`config.mk`:
```
export PLATFORM = sky130hd
export DESIGN_NAME = fetch_flat
export DESIGN_NICKNAME = d
export VERILOG_FILES = /design/src/rtl/fetch_if.sv /design/src/rtl/fetch.sv /design/src/flat_wrapper.sv
export SDC_FILE = /design/constraint.sdc
export NUM_CORES = 1
export LEC_CHECK = 0
export ABC_CLOCK_PERIOD_IN_PS = 2000
export BUFFER_PORTS_ARGS = -buffer_cell sky130_fd_sc_hd__buf_2
export CORE_AREA = 4 4 183 185
export DETAILED_ROUTE_END_ITERATION = 10
export DIE_AREA = 0 0 187 189
export PLACE_DENSITY = 0.57
export SLEW_MARGIN = 20
export SYNTH_ARGS = -nofsm -noshare
export SYNTH_HDL_FRONTEND = slang
export SYNTH_SLANG_ARGS = --single-unit
```
`constraint.sdc`:
```
create_clock -name clock -period 2 [get_ports clock]
set_input_delay 0.1 -clock clock [delete_from_list [all_inputs] [get_ports clock]]
set_output_delay 0.1 -clock clock [all_outputs]
set_load 0.03 [all_outputs]
```
`src/rtl/fetch_if.sv`:
```
// -----------------------------------------------------------------------------
// regname : shared opcode / register encodings used by fetch and its users.
// fetch_if: execute / instruction-memory / decode signals of the fetch stage.
//   slave  modport : the fetch block itself
//   master modport : the environment (execute, instruction memory, decode)
// Signals:
//   e2f_redirect, e2f_target[15:0]  redirect request and target bundle address
//   f2i_req, f2i_addr[15:0]         instruction-memory request strobe / address
//   i2f_valid, i2f_bundle[215:0]    memory response
//   f2dr_instpipe1..3, f2d_destpipe1..3 [3:0]  slot opcode / destination
//   f2d_data[191:0]                 load data for the three slots
//   flush                           one-cycle squash pulse to decode
// -----------------------------------------------------------------------------
package regname;
  localparam logic [3:0] NOP  = 4'h0;
  localparam logic [3:0] LOAD = 4'h1;
  localparam logic [3:0] REG0 = 4'h0;
  localparam logic [3:0] REG2 = 4'h2;
  localparam logic [3:0] REG3 = 4'h3;
endpackage

interface fetch_if;
  logic         e2f_redirect;
  logic [15:0]  e2f_target;
  logic         f2i_req;
  logic [15:0]  f2i_addr;
  logic         i2f_valid;
  logic [215:0] i2f_bundle;
  logic [3:0]   f2dr_instpipe1;
  logic [3:0]   f2dr_instpipe2;
  logic [3:0]   f2dr_instpipe3;
  logic [3:0]   f2d_destpipe1;
  logic [3:0]   f2d_destpipe2;
  logic [3:0]   f2d_destpipe3;
  logic [191:0] f2d_data;
  logic         flush;

  modport slave (
    input  e2f_redirect, e2f_target, i2f_valid, i2f_bundle,
    output f2i_req, f2i_addr, f2dr_instpipe1, f2dr_instpipe2, f2dr_instpipe3,
           f2d_destpipe1, f2d_destpipe2, f2d_destpipe3, f2d_data, flush
  );

  modport master (
    output e2f_redirect, e2f_target, i2f_valid, i2f_bundle,
    input  f2i_req, f2i_addr, f2dr_instpipe1, f2dr_instpipe2, f2dr_instpipe3,
           f2d_destpipe1, f2d_destpipe2, f2d_destpipe3, f2d_data, flush
  );
endinterface

```
`src/rtl/fetch.sv`:
```
// -----------------------------------------------------------------------------
// fetch: instruction-bundle fetch stage.
// Issues one single-cycle request per bundle, waits for the memory response,
// presents the three slots to decode for one cycle, and handles redirects by
// flushing decode and discarding any response still in flight.
// Ports:
//   clock  sole clock, rising edge
//   reset  synchronous, active-low
//   bus    fetch_if.slave (request/response/decode/flush signals)
// Parameter:
//   RESET_PC  bundle address loaded at reset
// -----------------------------------------------------------------------------
module fetch #(
  parameter logic [15:0] RESET_PC = 16'h0000
) (
  input  logic    clock,
  input  logic    reset,
  fetch_if.slave  bus
);
  import regname::*;

  typedef enum logic [1:0] {IDLE, REQ, WAIT, DISCARD} state_t;

  state_t      r_state;
  state_t      w_state_next;
  logic [15:0] r_pc;
  logic [15:0] w_pc_next;
  logic        w_present;
  logic        w_flush_next;

  logic        r_req;
  logic [15:0] r_addr;
  logic        r_flush;
  logic [3:0]  r_inst [3];
  logic [3:0]  r_dest [3];
  logic [63:0] r_data [3];

  // Per-slot unpacking of the response bundle; slot 0 is the first slot.
  logic [3:0]  w_inst [3];
  logic [3:0]  w_dest [3];
  logic [63:0] w_data [3];

  generate
    for (genvar gi = 0; gi < 3; gi++) begin : g_slot
      assign w_inst[gi] = bus.i2f_bundle[215-8*gi -: 4];
      assign w_dest[gi] = bus.i2f_bundle[211-8*gi -: 4];
      // Only load slots carry data; everything else gets zero.
      assign w_data[gi] = (w_inst[gi] == LOAD) ? bus.i2f_bundle[191-64*gi -: 64] : 64'd0;
    end
  endgenerate

  always_comb begin
    w_state_next = r_state;
    w_pc_next    = r_pc;
    w_present    = 1'b0;
    w_flush_next = 1'b0;

    case (r_state)
      IDLE:    w_state_next = REQ;
      REQ:     w_state_next = WAIT;
      WAIT: begin
        if (bus.i2f_valid) begin
          w_state_next = REQ;
          w_present    = 1'b1;
          w_pc_next    = r_pc + 16'd1;  // natural 16-bit wrap
        end
      end
      DISCARD: begin
        if (bus.i2f_valid) w_state_next = REQ;
      end
      default: w_state_next = IDLE;
    endcase

    // Redirect overrides everything: the bundle (if any) is dropped.
    if (bus.e2f_redirect) begin
      w_present    = 1'b0;
      w_flush_next = 1'b1;
      w_pc_next    = bus.e2f_target;
      case (r_state)
        IDLE:    w_state_next = REQ;
        REQ:     w_state_next = DISCARD;  // request just issued, response pending
        // A response arriving together with the redirect closes the
        // outstanding request, so there is nothing left to discard.
        WAIT:    w_state_next = bus.i2f_valid ? REQ : DISCARD;
        DISCARD: w_state_next = bus.i2f_valid ? REQ : DISCARD;
        default: w_state_next = IDLE;
      endcase
    end
  end

  // State and registered outputs. The request strobe is computed from the
  // next state so that it is high exactly during the REQ cycle.
  always_ff @(posedge clock) begin
    if (!reset) begin
      r_state <= IDLE;
      r_pc    <= RESET_PC;
      r_req   <= 1'b0;
      r_addr  <= RESET_PC;
      r_flush <= 1'b0;
      for (int k = 0; k < 3; k++) begin
        r_inst[k] <= NOP;
        r_dest[k] <= REG0;
        r_data[k] <= 64'd0;
      end
    end else begin
      r_state <= w_state_next;
      r_pc    <= w_pc_next;
      r_req   <= (w_state_next == REQ);
      r_addr  <= w_pc_next;
      r_flush <= w_flush_next;
      for (int k = 0; k < 3; k++) begin
        r_inst[k] <= w_present ? w_inst[k] : NOP;
        r_dest[k] <= w_present ? w_dest[k] : REG0;
        r_data[k] <= w_present ? w_data[k] : 64'd0;
      end
    end
  end

  assign bus.f2i_req        = r_req;
  assign bus.f2i_addr       = r_addr;
  assign bus.flush          = r_flush;
  assign bus.f2dr_instpipe1 = r_inst[0];
  assign bus.f2dr_instpipe2 = r_inst[1];
  assign bus.f2dr_instpipe3 = r_inst[2];
  assign bus.f2d_destpipe1  = r_dest[0];
  assign bus.f2d_destpipe2  = r_dest[1];
  assign bus.f2d_destpipe3  = r_dest[2];
  assign bus.f2d_data       = {r_data[0], r_data[1], r_data[2]};

endmodule

```
`src/flat_wrapper.sv`:
```
// flat-port wrapper written by rule: the top's interface ports become plain ports
module fetch_flat import regname::*;
#(
  parameter logic [15:0] RESET_PC = 16'h0000
)
  (clock, reset, bus_e2f_redirect, bus_e2f_target, bus_i2f_valid, bus_i2f_bundle, bus_f2i_req, bus_f2i_addr, bus_f2dr_instpipe1, bus_f2dr_instpipe2, bus_f2dr_instpipe3, bus_f2d_destpipe1, bus_f2d_destpipe2, bus_f2d_destpipe3, bus_f2d_data, bus_flush);
  fetch_if bus_i ();
  input  logic clock;
  input  logic reset;
  input wire logic [$bits(bus_i.e2f_redirect)-1:0] bus_e2f_redirect;
  input wire logic [$bits(bus_i.e2f_target)-1:0] bus_e2f_target;
  input wire logic [$bits(bus_i.i2f_valid)-1:0] bus_i2f_valid;
  input wire logic [$bits(bus_i.i2f_bundle)-1:0] bus_i2f_bundle;
  output wire logic [$bits(bus_i.f2i_req)-1:0] bus_f2i_req;
  output wire logic [$bits(bus_i.f2i_addr)-1:0] bus_f2i_addr;
  output wire logic [$bits(bus_i.f2dr_instpipe1)-1:0] bus_f2dr_instpipe1;
  output wire logic [$bits(bus_i.f2dr_instpipe2)-1:0] bus_f2dr_instpipe2;
  output wire logic [$bits(bus_i.f2dr_instpipe3)-1:0] bus_f2dr_instpipe3;
  output wire logic [$bits(bus_i.f2d_destpipe1)-1:0] bus_f2d_destpipe1;
  output wire logic [$bits(bus_i.f2d_destpipe2)-1:0] bus_f2d_destpipe2;
  output wire logic [$bits(bus_i.f2d_destpipe3)-1:0] bus_f2d_destpipe3;
  output wire logic [$bits(bus_i.f2d_data)-1:0] bus_f2d_data;
  output wire logic [$bits(bus_i.flush)-1:0] bus_flush;
  assign bus_i.e2f_redirect = bus_e2f_redirect;
  assign bus_i.e2f_target = bus_e2f_target;
  assign bus_i.i2f_valid = bus_i2f_valid;
  assign bus_i.i2f_bundle = bus_i2f_bundle;
  assign bus_f2i_req = bus_i.f2i_req;
  assign bus_f2i_addr = bus_i.f2i_addr;
  assign bus_f2dr_instpipe1 = bus_i.f2dr_instpipe1;
  assign bus_f2dr_instpipe2 = bus_i.f2dr_instpipe2;
  assign bus_f2dr_instpipe3 = bus_i.f2dr_instpipe3;
  assign bus_f2d_destpipe1 = bus_i.f2d_destpipe1;
  assign bus_f2d_destpipe2 = bus_i.f2d_destpipe2;
  assign bus_f2d_destpipe3 = bus_i.f2d_destpipe3;
  assign bus_f2d_data = bus_i.f2d_data;
  assign bus_flush = bus_i.flush;
  fetch #(.RESET_PC(RESET_PC)) u_core (.clock(clock), .reset(reset), .bus(bus_i));
endmodule
```
# Word level (Yosys, flattened, before mapping)

Memories as Yosys holds them, arrays and structs flattened.
Cells that the tools add are included.

Flip-flop bits (word level): 20
RAM bits: 216
Input bits: 236
Output and inout bits: 234
Word-level logic and storage cells: 64
Memories kept: 3

$add $sub $neg: 1
Equality and inequality tests: 7
Multiplexer cells: 35
Bitwise gates (word level): 9
Reductions and logical operators: 5

Memories:

| memory        | depth | bits a word | rd ports | clocked after Yosys merged registers in | wr ports | RTL line    | text |
|---|---|---|---|---|---|---|---|
| u_core.r_data | 3     | 64          | 3        | 0                                       | 3        | fetch.sv:36 | `logic [63:0] r_data [3];` |
| u_core.r_dest | 3     | 4           | 3        | 0                                       | 3        | fetch.sv:35 | `logic [3:0] r_dest [3];` |
| u_core.r_inst | 3     | 4           | 3        | 0                                       | 3        | fetch.sv:34 | `logic [3:0] r_inst [3];` |

Operators with widths:

| operator              | count |
|---|---|
| $mux 64               | 9 |
| $mux 16               | 3 |
| $mux 4                | 12 |
| $add 16x1->16 const B | 1 |
| $eq 4x1->1 const B    | 3 |
| $pmux 2 s3            | 2 |
| $or 1x1->1            | 9 |
| $mux 1                | 6 |
| $mux 2                | 3 |
| $eq 2x1->1 const B    | 2 |
| $eq 2x2->1 const B    | 2 |
| $reduce_bool 2->1     | 2 |
| $logic_not 2->1       | 1 |
| $reduce_and 2->1      | 1 |
| $reduce_or 2->1       | 1 |

# Depth between registers and ports, before layout

Gate-level depths: netlist of the first run.

Word-level depth: 5
Mapped depth: 6
Mapped depth without buffers: 5

# Worst setup path after synthesis of the first run

No wires, ideal clock.

Path kind: reg2reg
From: reg u_core.r_pc[0]
To: reg u_core.r_pc[14]
Setup time: 0.127 ns
Arrival: 1.582 ns
Data required time: 1.873 ns
Setup slack: 0.291 ns
Stages on the path, launching flop included: 6
Buffers on the path: 0
Period minus slack after synthesis: 1.709 ns
Path through: dfxtp_1 -> ha_1 -> nand3_1 -> nor3_1 -> nor2_1 -> or3_1

Word-level cells in the longest chain between the ends: 4

RTL lines:

| what                   | RTL line     | text |
|---|---|---|
| start, declared        | fetch.sv:26  | `logic [15:0] r_pc;` |
| start signal, assigned | fetch.sv:107 | `r_pc <= w_pc_next;` |
| $add 16x1->16          | fetch.sv:65  | `w_pc_next = r_pc + 16'd1;` |
| $mux 16                | fetch.sv:62  | `if (bus.i2f_valid) begin` |
| $mux 16                | fetch.sv:58  | `case (r_state)` |
| $mux 16                | fetch.sv:75  | `if (bus.e2f_redirect) begin` |

Every way passes these cells. The select of a mux whose other input is x is not followed.
A chain may end at the register's enable or synchronous reset.

==> impl_metrics.ini, run 1 <==
[drt]
first_iter_violations = 176
wl_per_cell_um = 15.3
wirelength_um = 26300
via_per_inst = 3.83
drc = 0
firstDrtPassIters = 4
ant_nets = 0
vias = 6611

[setup_path]
r2r-end = u_core.r_data[0][174]
worst-path-max-fanout = 35
crit_arrival_ns = 2.20
crit_type = reg -> reg
ff2ff_setup_slack_ns = 0.27
reg2regPathDepth = 5
slowest_delay_ns = 0.45
required_ns = 2.46
crit_path_start_kind = flip-flop
crit_start = u_core.r_state[1]
cp_top_family = simple AND/OR/NAND/NOR gates
slowest_stage = dfxtp_1
cp.depth = 5
reg2reg_from = u_core.r_state[1]
critPathCaptureType = flip-flop
path_cells = nand3b_4, nor3b_4, and3_1, buf_4, and2_1
path_buf_inv = 1
cp-endpoint = u_core.r_data[0][174]

[floorplan]
ios = 470
dieArea_um2 = 35300
floorplan.rows = 66
die_w_um = 187
die_h_um = 189
initial_core_util_pct = 21.4
core_area_um2 = 32000

[sta]
max_freq_mhz = 577
drv_slew = 0
setup_tns_ns = 0
fin_crit_sh_pct = 86.7
finalHoldViolations = 0
post-route-min-period_ns = 1.73
worst_pin_slew_ns = 0.397
setup_viol = 0
final.setup_skew_ns = 0.00935
slew-limit-headroom_pct = 73.3
rsz0062_at_grt = no

[synth]
postSynthAreaPerCell_um2 = 11.8
synthCells = 580
synthAdderAreaFrac_pct = 0.182
synth_area_um2 = 6870
synth_top_family_by_area = simple AND/OR/NAND/NOR gates
synth_xor_area_share_pct = 1.28
syn_nets = 817
ys_seq_elements = 236
muxShareOfSynthArea_pct = 0.291
synth.distinct_cells = 34
ys_seq_area_share_pct = 68.8
synth-compound-area-share_pct = 2.70
synthSimpleGateAreaFrac_pct = 24.5
yosysWarnings = 0

[power_and_ir_drop]
pwr-share-comb_pct = 7.5
ir_worst_vdd_mv = 0.550
power.density_nw_per_um2 = 832
p_sw_mw = 2.28
clkPwrFrac_pct = 48.4
leakagePower_nw = 6.53
internal-power_mw = 8.54
swShare_pct = 21.1
pwr-share-seq_pct = 44.1

[placed_design]
place_area_um2 = 9720
gp_congestion = 0.793
io_buffers = 469
dp.final_hpwl_um = 17500

[clocking]
clk_pin_slew_worst_paths_ns = 0.06
hold_buffers = 233
cts-root-buf = clkbuf_16
cts_max_path_buffers = 3
ctsHtreeMaxLevel = 1
clock_latency_ns = 0.53
clock-sinks = 236
post_cts_resized = 0
post_cts_buffers = 0
tritoncts = done
cts_inserted_buffers = 26

[hold_path]
min_path_type = in -> reg

[grt]
track_usage_pct = 14.2
grt_pass1_vias = 7187
globalRouteOverflowTotal = 0
grt_pass1_wl_um = 40600
grt_antenna_before_repair = 2
grt_max_degree = 65

[finish]
final_common_cell = buf_2
areaGrowthSynthToFinish_pct = 89.4
layout_common_cells = buf_2, dfxtp_1, dlygate4sd3_1, and2_1, clkbuf_16
fillers = 3036
drive_above_1_share_pct = 40.1
fin_area_um2 = 13000
fin_nets = 1532

[run]
drv_cap = 0

[outcome]
status = finished, final reports clean
[state kept, by name, indices dropped and copies added, names as in the netlist]
name and flops:
u_core.bus.f2i_req 1, u_core.r_inst 12, u_core.r_dest 12, u_core.r_pc 16
u_core.r_state 2, u_core.bus.flush 1, u_core.r_data 192
[area by class of cell]
cell class,instances,area [um2],area share (%)
multi-input cells,312,1990,15.3
well taps,408,510,3.92
clock inverters,11,203,1.56
inverters,4,15.0,0.115
diodes,2,5.00,0.0385
clock buffers,36,748,5.75
repair buffers,715,4810,37.0
flip-flops and latches,236,4720,36.3
[metrics by stage]
step / hold slack (ns) / util [%] / cells / power [mW] / setup WS, ns
after floorplan: 0.222 / - / 580 / 5.02 / 0.291
after global placement: 0.299 / 30.3 / 1442 / 5.32 / 0.288
after detailed placement: 0.301 / 30.3 / 1442 / 5.31 / 0.266
after CTS: 0.0264 / 40.6 / 1722 / 10.9 / 0.250
after global routing: 0.0565 / 40.6 / 1723 / 11.2 / 0.126
final: 0.0524 / 40.6 / 1724 / 10.8 / 0.267
[power by group through the flow]
stage,sequential [mW],combinational [mW],clock [mW]
after floorplan,4.94,0.0812,0
after global placement,4.88,0.437,0
after detailed placement,4.88,0.434,0
after CTS,4.77,0.804,5.37
after global routing,4.78,0.873,5.58
final,4.78,0.811,5.23
[layer usage]
layer  share of wire (%)  vias to the layer above  track usage [%]
met1                  40                     3007             16.2
li1                    -                     3262                -
met5               0.027                        -                0
met4                 3.0                        2             5.29
met2                  51                      283             25.9
met3                 6.0                       57             3.24
[worst min-delay path by stage]
stage | start | endpoint | cells after the start
after floorplan | bus_i2f_bundle[128] | u_core.r_data[0][0] | 1
after global placement | bus_i2f_bundle[119] | u_core.r_data[0][119] | 2
after detailed placement | bus_i2f_bundle[118] | u_core.r_data[0][118] | 2
after CTS | reset | u_core.r_state[0] | 3
after global routing | reset | u_core.r_state[0] | 3
final | reset | u_core.r_state[0] | 3
[tightest hold or removal path: cells and delay by family]
| kind | cells | cell delay [ns] |
|---|---|---|
| buffers and inverters | 2 | 0.32 |
| AOI/OAI and AO/OA | 1 | 0.12 |
[kinds of logic (layout without fill, tap and decap cells)]
group / count (synthesis) / after routing
fa+ha+maj: 1 / 1
xor+xnor: 10 / 10
flops: 236 / 236
buf+inv: 32 / 766
mux: 2 / 2
simple gates: 269 / 269
other cells: 0 / 2
compound gates: 30 / 30
[cell usage after synthesis]
cell	instances	area, um2
xor2_1	1	8.76
nand4b_1	1	8.76
inv_1	4	15.0
xnor2_1	9	78.8
o21ai_0	13	65.1
and2_1	219	1370
o211a_1	2	20.0
dfxtp_1	236	4720
nor3b_4	1	18.8
nor3b_1	2	15.0
buf_4	3	22.5
nand2b_1	3	18.8
o311a_1	2	20.0
nor2b_1	1	6.26
nor4_1	2	12.5
nor2_1	6	22.5
a211oi_1	2	15.0
nand4_1	1	6.26
a21oi_1	8	40.0
and3_1	5	31.3
o21a_1	1	7.51
nand3_1	5	25.0
nor3_1	8	40.0
o41a_1	1	11.3
or3_1	1	6.26
ha_1	1	12.5
nand2_1	6	22.5
clkbuf_2	18	90.1
nor4b_1	1	8.76
clkbuf_1	7	26.3
and4_1	6	52.6
nand3b_4	1	20.0
a31oi_1	1	6.26
mux2i_1	2	20.0
(Power assumes the default switching activity.)
==> run 2: changes to the inputs <==
Settings changed: ABC_AREA set to 1, CORE_AREA 4 4 183 185 to 4 4 181 183, DIE_AREA 0 0 187 189 to 0 0 185 187, PLACE_DENSITY 0.57 to 0.6.
==> impl_metrics.ini, run 2 <==
[placed_design]
io_buffers = 469
dp.final_hpwl_um = 19200
place_area_um2 = 10300
gp_congestion = 0.815

[setup_path]
crit_arrival_ns = 2.27
cpMostUsedCell = nand2_1
crit_type = reg -> reg
ff2ff_setup_slack_ns = 0.13
reg2reg_from = u_core.r_state[1]
critPathCaptureType = flip-flop
worst-path-max-fanout = 7
slowest_delay_ns = 0.56
reg2regPathDepth = 8
r2r-end = u_core.r_pc[5]
slowest_stage = dlygate4sd3_1
path_cells = nand3b_4, nand2_1, inv_1, nand2_1, nand2_1, a21oi_1, dlygate4sd3_1, nor2_1
crit_path_start_kind = flip-flop
required_ns = 2.40

[sta]
setup_tns_ns = 0
slew-limit-headroom_pct = 66.9
post-route-min-period_ns = 1.87
drv_slew = 0
setup_viol = 0
max_freq_mhz = 535
finalHoldViolations = 0
worst_pin_slew_ns = 0.493
rsz0062_at_grt = no
final.setup_skew_ns = 0.00941
fin_crit_sh_pct = 93.4

[finish]
final_common_cell = buf_2
layout_common_cells = buf_2, dlygate4sd3_1, inv_1, dfxtp_1, nor2_1
largest_reg_flops = 192
areaGrowthSynthToFinish_pct = 79.9
top_register = u_core.r_data
reg.largest.list = u_core.r_data (192), u_core.r_pc (16)
fin_area_um2 = 13600
fin_nets = 1809
drive_above_1_share_pct = 38.4

[floorplan]
die_w_um = 185
initial_core_util_pct = 24.3
floorplan.rows = 65
dieArea_um2 = 34600
core_area_um2 = 31200
ios = 470
die_h_um = 187

[synth]
synth.top_cells.by_count = inv_1, dfxtp_1, nor2_1, nor2_2, nand2_1
yosysTopAreaCellShare_pct = 62.3
ys_seq_area_share_pct = 62.3
synth_area_um2 = 7580
synth.distinct_cells = 26
synthCells = 848
synth.top_cells.by_area = dfxtp_1, inv_1, nor2_1, nor2_2, nand2_1
synth_most_common_cell = inv_1
yosysWarnings = 0
postSynthAreaPerCell_um2 = 8.94
ys_dominant_reg_cell = dfxtp_1
ys_async_sr_fraction_pct = 0
synth-edff-count = 0
ys_seq_elements = 236
syn_nets = 1085
yosys.area.top_type = dfxtp_1

[hold_path]
whs_path_depth = 4
hold_end = u_core.r_data[0][119]
min_path_type = in -> reg
hold_start = bus_i2f_bundle[119]

[clocking]
clock_latency_ns = 0.52
cts-root-buf = clkbuf_16
cts_max_path_buffers = 3
ctsHtreeMaxLevel = 1
clk_pin_slew_worst_paths_ns = 0.06
clock-sinks = 236
tritoncts = done
cts_inserted_buffers = 27
post_cts_resized = 0

[grt]
track_usage_pct = 15.6
grt_pass1_vias = 8367
grt_pass1_wl_um = 43500
globalRouteOverflowTotal = 0
grt_antenna_before_repair = 3
grt_max_degree = 65

[drt]
vias = 7757
first_iter_violations = 169
ant_nets = 0
drc = 0
wirelength_um = 28800
wl_per_cell_um = 14.4
firstDrtPassIters = 4
via_per_inst = 3.88

[outcome]
status = finished, final reports clean

[run]
drv_cap = 0

[power_and_ir_drop]
ir_worst_vdd_mv = 0.663
leakagePower_nw = 7.60
power.density_nw_per_um2 = 785
## run 2: changes by cell type after synthesis, sizes merged, moves of 11 or more
cell,before,now
buf,3,20
nor2,6,230
nand2,6,56
clkbuf,25,3
inv,4,238
and2,219,0
nand3,5,16
## run 2: worst max-delay path by stage
stage	to	slack (ns)	cells past startpoint	start
after global routing	u_core.r_pc[5]	0.006	8	u_core.r_state[1]
after CTS	u_core.r_pc[5]	0.13	8	u_core.r_state[1]
after global placement	u_core.r_data[0][0]	0.32	8	u_core.r_state[1]
final	u_core.r_pc[5]	0.13	8	u_core.r_state[1]
after detailed placement	u_core.r_data[0][1]	0.25	8	u_core.r_state[1]
after floorplan	u_core.r_pc[8]	0.48	7	u_core.r_pc[0]
## run 2: where the power goes
| part | internal, mW | total, mW | switching, mW |
|---|---|---|---|
| Clock | 2.97 | 4.98 | 2.02 |
| Combinational | 0.558 | 0.952 | 0.394 |
| Sequential | 4.73 | 4.77 | 0.0349 |
| Total | 8.26 | 10.7 | 2.45 |
## run 2: per-stage QoR
stage	setup WS, ns	hold WS, ns	util, %	total power, mW	instances
after global placement	0.316	0.314	33.0	5.43	1703
after CTS	0.134	0.290	43.7	10.8	1994
after floorplan	0.480	0.212	-	5.11	848
final	0.132	0.326	43.7	10.7	1997
after detailed placement	0.248	0.319	33.0	5.43	1703
after global routing	0.00645	0.315	43.7	11.2	1997
## run 2: layer usage
| layer | routed length (um) | share of wire, % | track usage [%] | vias up |
|---|---|---|---|---|
| li1 | - | - | - | 3842 |
| met3 | 2860 | 9.9 | 5.02 | 75 |
| met4 | 1060 | 3.7 | 5.99 | 0 |
| met2 | 14600 | 51 | 29.8 | 369 |
| met5 | 0 | 0 | 0 | - |
| met1 | 10300 | 36 | 15.5 | 3471 |
## run 2: layout make-up
| type | instances | area [um2] |
|---|---|---|
| clock inverters | 16 | 190 |
| diodes | 3 | 7.51 |
| repair buffers | 718 | 4860 |
| flip-flops and latches | 236 | 4720 |
| well taps | 402 | 503 |
| multi-input cells | 350 | 1740 |
| fillers | 2892 | 17600 |
| clock buffers | 33 | 718 |
| inverters | 239 | 897 |
## run 2: kinds of logic after synthesis
family,Yosys count,share of synthesized area [%]
buf+inv,262,14.7
flops,236,62.3
xor+xnor,2,0.231
fa+ha+maj,1,0.165
simple gates,316,20.2
compound gates,31,2.36
## run 2: timing repair
item                                   in CTS  in global routing
buffers inserted                            0                  0
endpoints found under the hold margin     235                  0
hold buffers                              242                  0
## run 2: critical path: cells and delay by family (launching register included)
kind | cells | cell delay [ns]
AND/OR/NAND/NOR | 5 | 0.50
flip-flops | 1 | 0.41
buffers and inverters | 2 | 0.73
AO/OA/AOI/OAI | 1 | 0.11
==> run 3: changes to the inputs <==
Settings changed: ABC_CLOCK_PERIOD_IN_PS 2000 to 1600, PLACE_DENSITY 0.6 to 0.62.
Clock period 2 ns to 1.6 ns, I/O delays scaled along.
==> impl_metrics.ini, run 3 (synthesized netlist as in run 2, its figures left out) <==
[sta]
final.setup_skew_ns = 0.00592
worst_pin_slew_ns = 0.400
finalHoldViolations = 0
setup_viol = 9
drv_slew = 0
holdWs_ns = 0.0474
setup_ws_ns = -0.0224
max_freq_mhz = 616
fin_crit_sh_pct = 101
rsz0062_at_grt = yes
post-route-min-period_ns = 1.62
slew-limit-headroom_pct = 73.2

[finish]
fin_nets = 1821
fin_util_pct = 44.9
areaGrowthSynthToFinish_pct = 85.0
final_common_cell = buf_2
largest_reg_flops = 192
drive_above_1_share_pct = 39.9
regArea_um2 = 4730
reg.largest.list = u_core.r_data (192), u_core.r_pc (16)
multi_input_area_um2 = 1980
layout_common_cells = buf_2, inv_1, dlygate4sd3_1, dfxtp_1, nor2_1
fillers = 2854
top_register = u_core.r_data

[grt]
grt_pass1_wl_um = 42900
track_usage_pct = 15.3
grt_pass1_vias = 8395
grt_antenna_before_repair = 0
grt_max_degree = 65
globalRouteOverflowTotal = 0

[clocking]
cts_inserted_buffers = 25
clk_pin_slew_worst_paths_ns = 0.06
cts-root-buf = clkbuf_16
ctsHtreeMaxLevel = 1
clock_latency_ns = 0.51
tritoncts = done
clock-sinks = 236
cts_max_path_buffers = 3

[drt]
wl_per_cell_um = 14.7
via_per_inst = 3.91
vias = 7839
drc = 0
ant_nets = 0
wirelength_um = 29500
firstDrtPassIters = 4
first_iter_violations = 189

[floorplan]
floorplan.rows = 65
die_h_um = 187
die_w_um = 185
dieArea_um2 = 34600
initial_core_util_pct = 24.3
core_area_um2 = 31200
ios = 470

[setup_path]
required_ns = 2.05
ff2ff_setup_slack_ns = -0.02
reg2regPathDepth = 9
r2r-end = u_core.r_data[0][23]
crit_arrival_ns = 2.07
crit_path_start_kind = flip-flop
worst-path-max-fanout = 8
critPathCaptureType = flip-flop
crit_type = reg -> reg
reg2reg_from = u_core.r_state[0]

[outcome]
violations = negative setup slack
status = complete, but fails checks

[placed_design]
io_buffers = 469
gp_congestion = 0.852
dp.final_hpwl_um = 19500

[power_and_ir_drop]
pwr-share-comb_pct = 9.3
p_sw_mw = 2.87
internal-power_mw = 10.2
clkPwrFrac_pct = 45.0
pwr-share-seq_pct = 45.7
leakagePower_nw = 7.72
ir_worst_vdd_mv = 0.826
swShare_pct = 22.0
power.density_nw_per_um2 = 930

[hold_path]
hold_start = bus_e2f_redirect
min_path_type = in -> reg
hold_end = u_core.r_pc[9]
whs_path_depth = 5

[run]
drv_cap = 0
==> run 3: cell types whose count changed in the layout (fill, tap and decap cells not counted), sizes merged <==
cell / before / now
buf: 476 / 491
dlygate4sd3: 242 / 237
inv: 239 / 238
diode: 3 / 1
clkbuf: 33 / 37
clkinv: 8 / 6
clkinvlp: 5 / 2
==> run 3: repair_timing <==
item / in CTS / in global routing
resized for setup: 0 / 64
buffers inserted: 0 / 3
hold buffers: 237 / 0
endpoints found under the hold margin: 236 / 0
setup endpoints to repair: 0 / 120
==> run 3: cell type report <==
| cell class | count | share of cell area (%) |
|---|---|---|
| multi-input cells | 350 | 14.1 |
| well taps | 402 | 3.58 |
| repair buffers | 732 | 36.2 |
| flip-flops and latches | 236 | 33.7 |
| clock inverters | 10 | 0.927 |
| diodes | 1 | 0.0178 |
| clock buffers | 33 | 5.03 |
| inverters | 239 | 6.39 |
==> run 3: worst max-delay path by stage <==
| stage | end | cells after the start | from | slack (ns) |
|---|---|---|---|---|
| after detailed placement | u_core.r_data[0][26] | 8 | u_core.r_state[0] | 0.04 |
| after CTS | u_core.r_data[0][26] | 8 | u_core.r_state[0] | 0.02 |
| after global placement | u_core.r_data[0][1] | 8 | u_core.r_state[0] | 0.09 |
| after global routing | u_core.r_data[0][64] | 8 | u_core.r_state[0] | -0.1 |
| after floorplan | u_core.r_pc[8] | 7 | u_core.r_pc[0] | 0.08 |
| final | u_core.r_data[0][23] | 9 | u_core.r_state[0] | -0.02 |
==> run 3: metrics by stage <==
stage                     total power, mW  cell area, um2  setup TNS, ns  setup WS [ns]  std cells
after floorplan                      6.39            7580              0         0.0800        848
after global placement               6.79           10400              0         0.0924       1712
after detailed placement             6.80           10400              0         0.0368       1712
after CTS                            13.2           13600              0         0.0158       1992
after global routing                 13.6           14000          -5.78        -0.0979       2002
final                                13.1           14000         -0.101        -0.0224       2003
==> run 3: critical path: stages, from the launching register on <==
cell and delay (ns):
dfxtp_2 0.32, nand3b_4 0.17, nor2_4 0.12, nand2_4 0.10, buf_6 0.15, nor2_4 0.13
nand4_4 0.09, buf_12 0.17, clkbuf_16 0.19, nor2_4 0.10
==> run 3: power groups by stage <==
stage	clock network (mW)	registers [mW]	logic [mW]
final	5.88	5.96	1.22
after global routing	6.33	5.96	1.33
after CTS	6.06	5.96	1.17
after detailed placement	0	6.09	0.709
after global placement	0	6.09	0.706
after floorplan	0	6.16	0.232
==> run 3: per-layer routing <==
metal | track usage, % | wire length (um) | vias to the layer above
met5 | 0 | 0 | -
met4 | 5.59 | 1020 | 0
met3 | 5.06 | 2990 | 63
met2 | 28.8 | 15100 | 366
met1 | 15.5 | 10400 | 3542
li1 | - | - | 3868
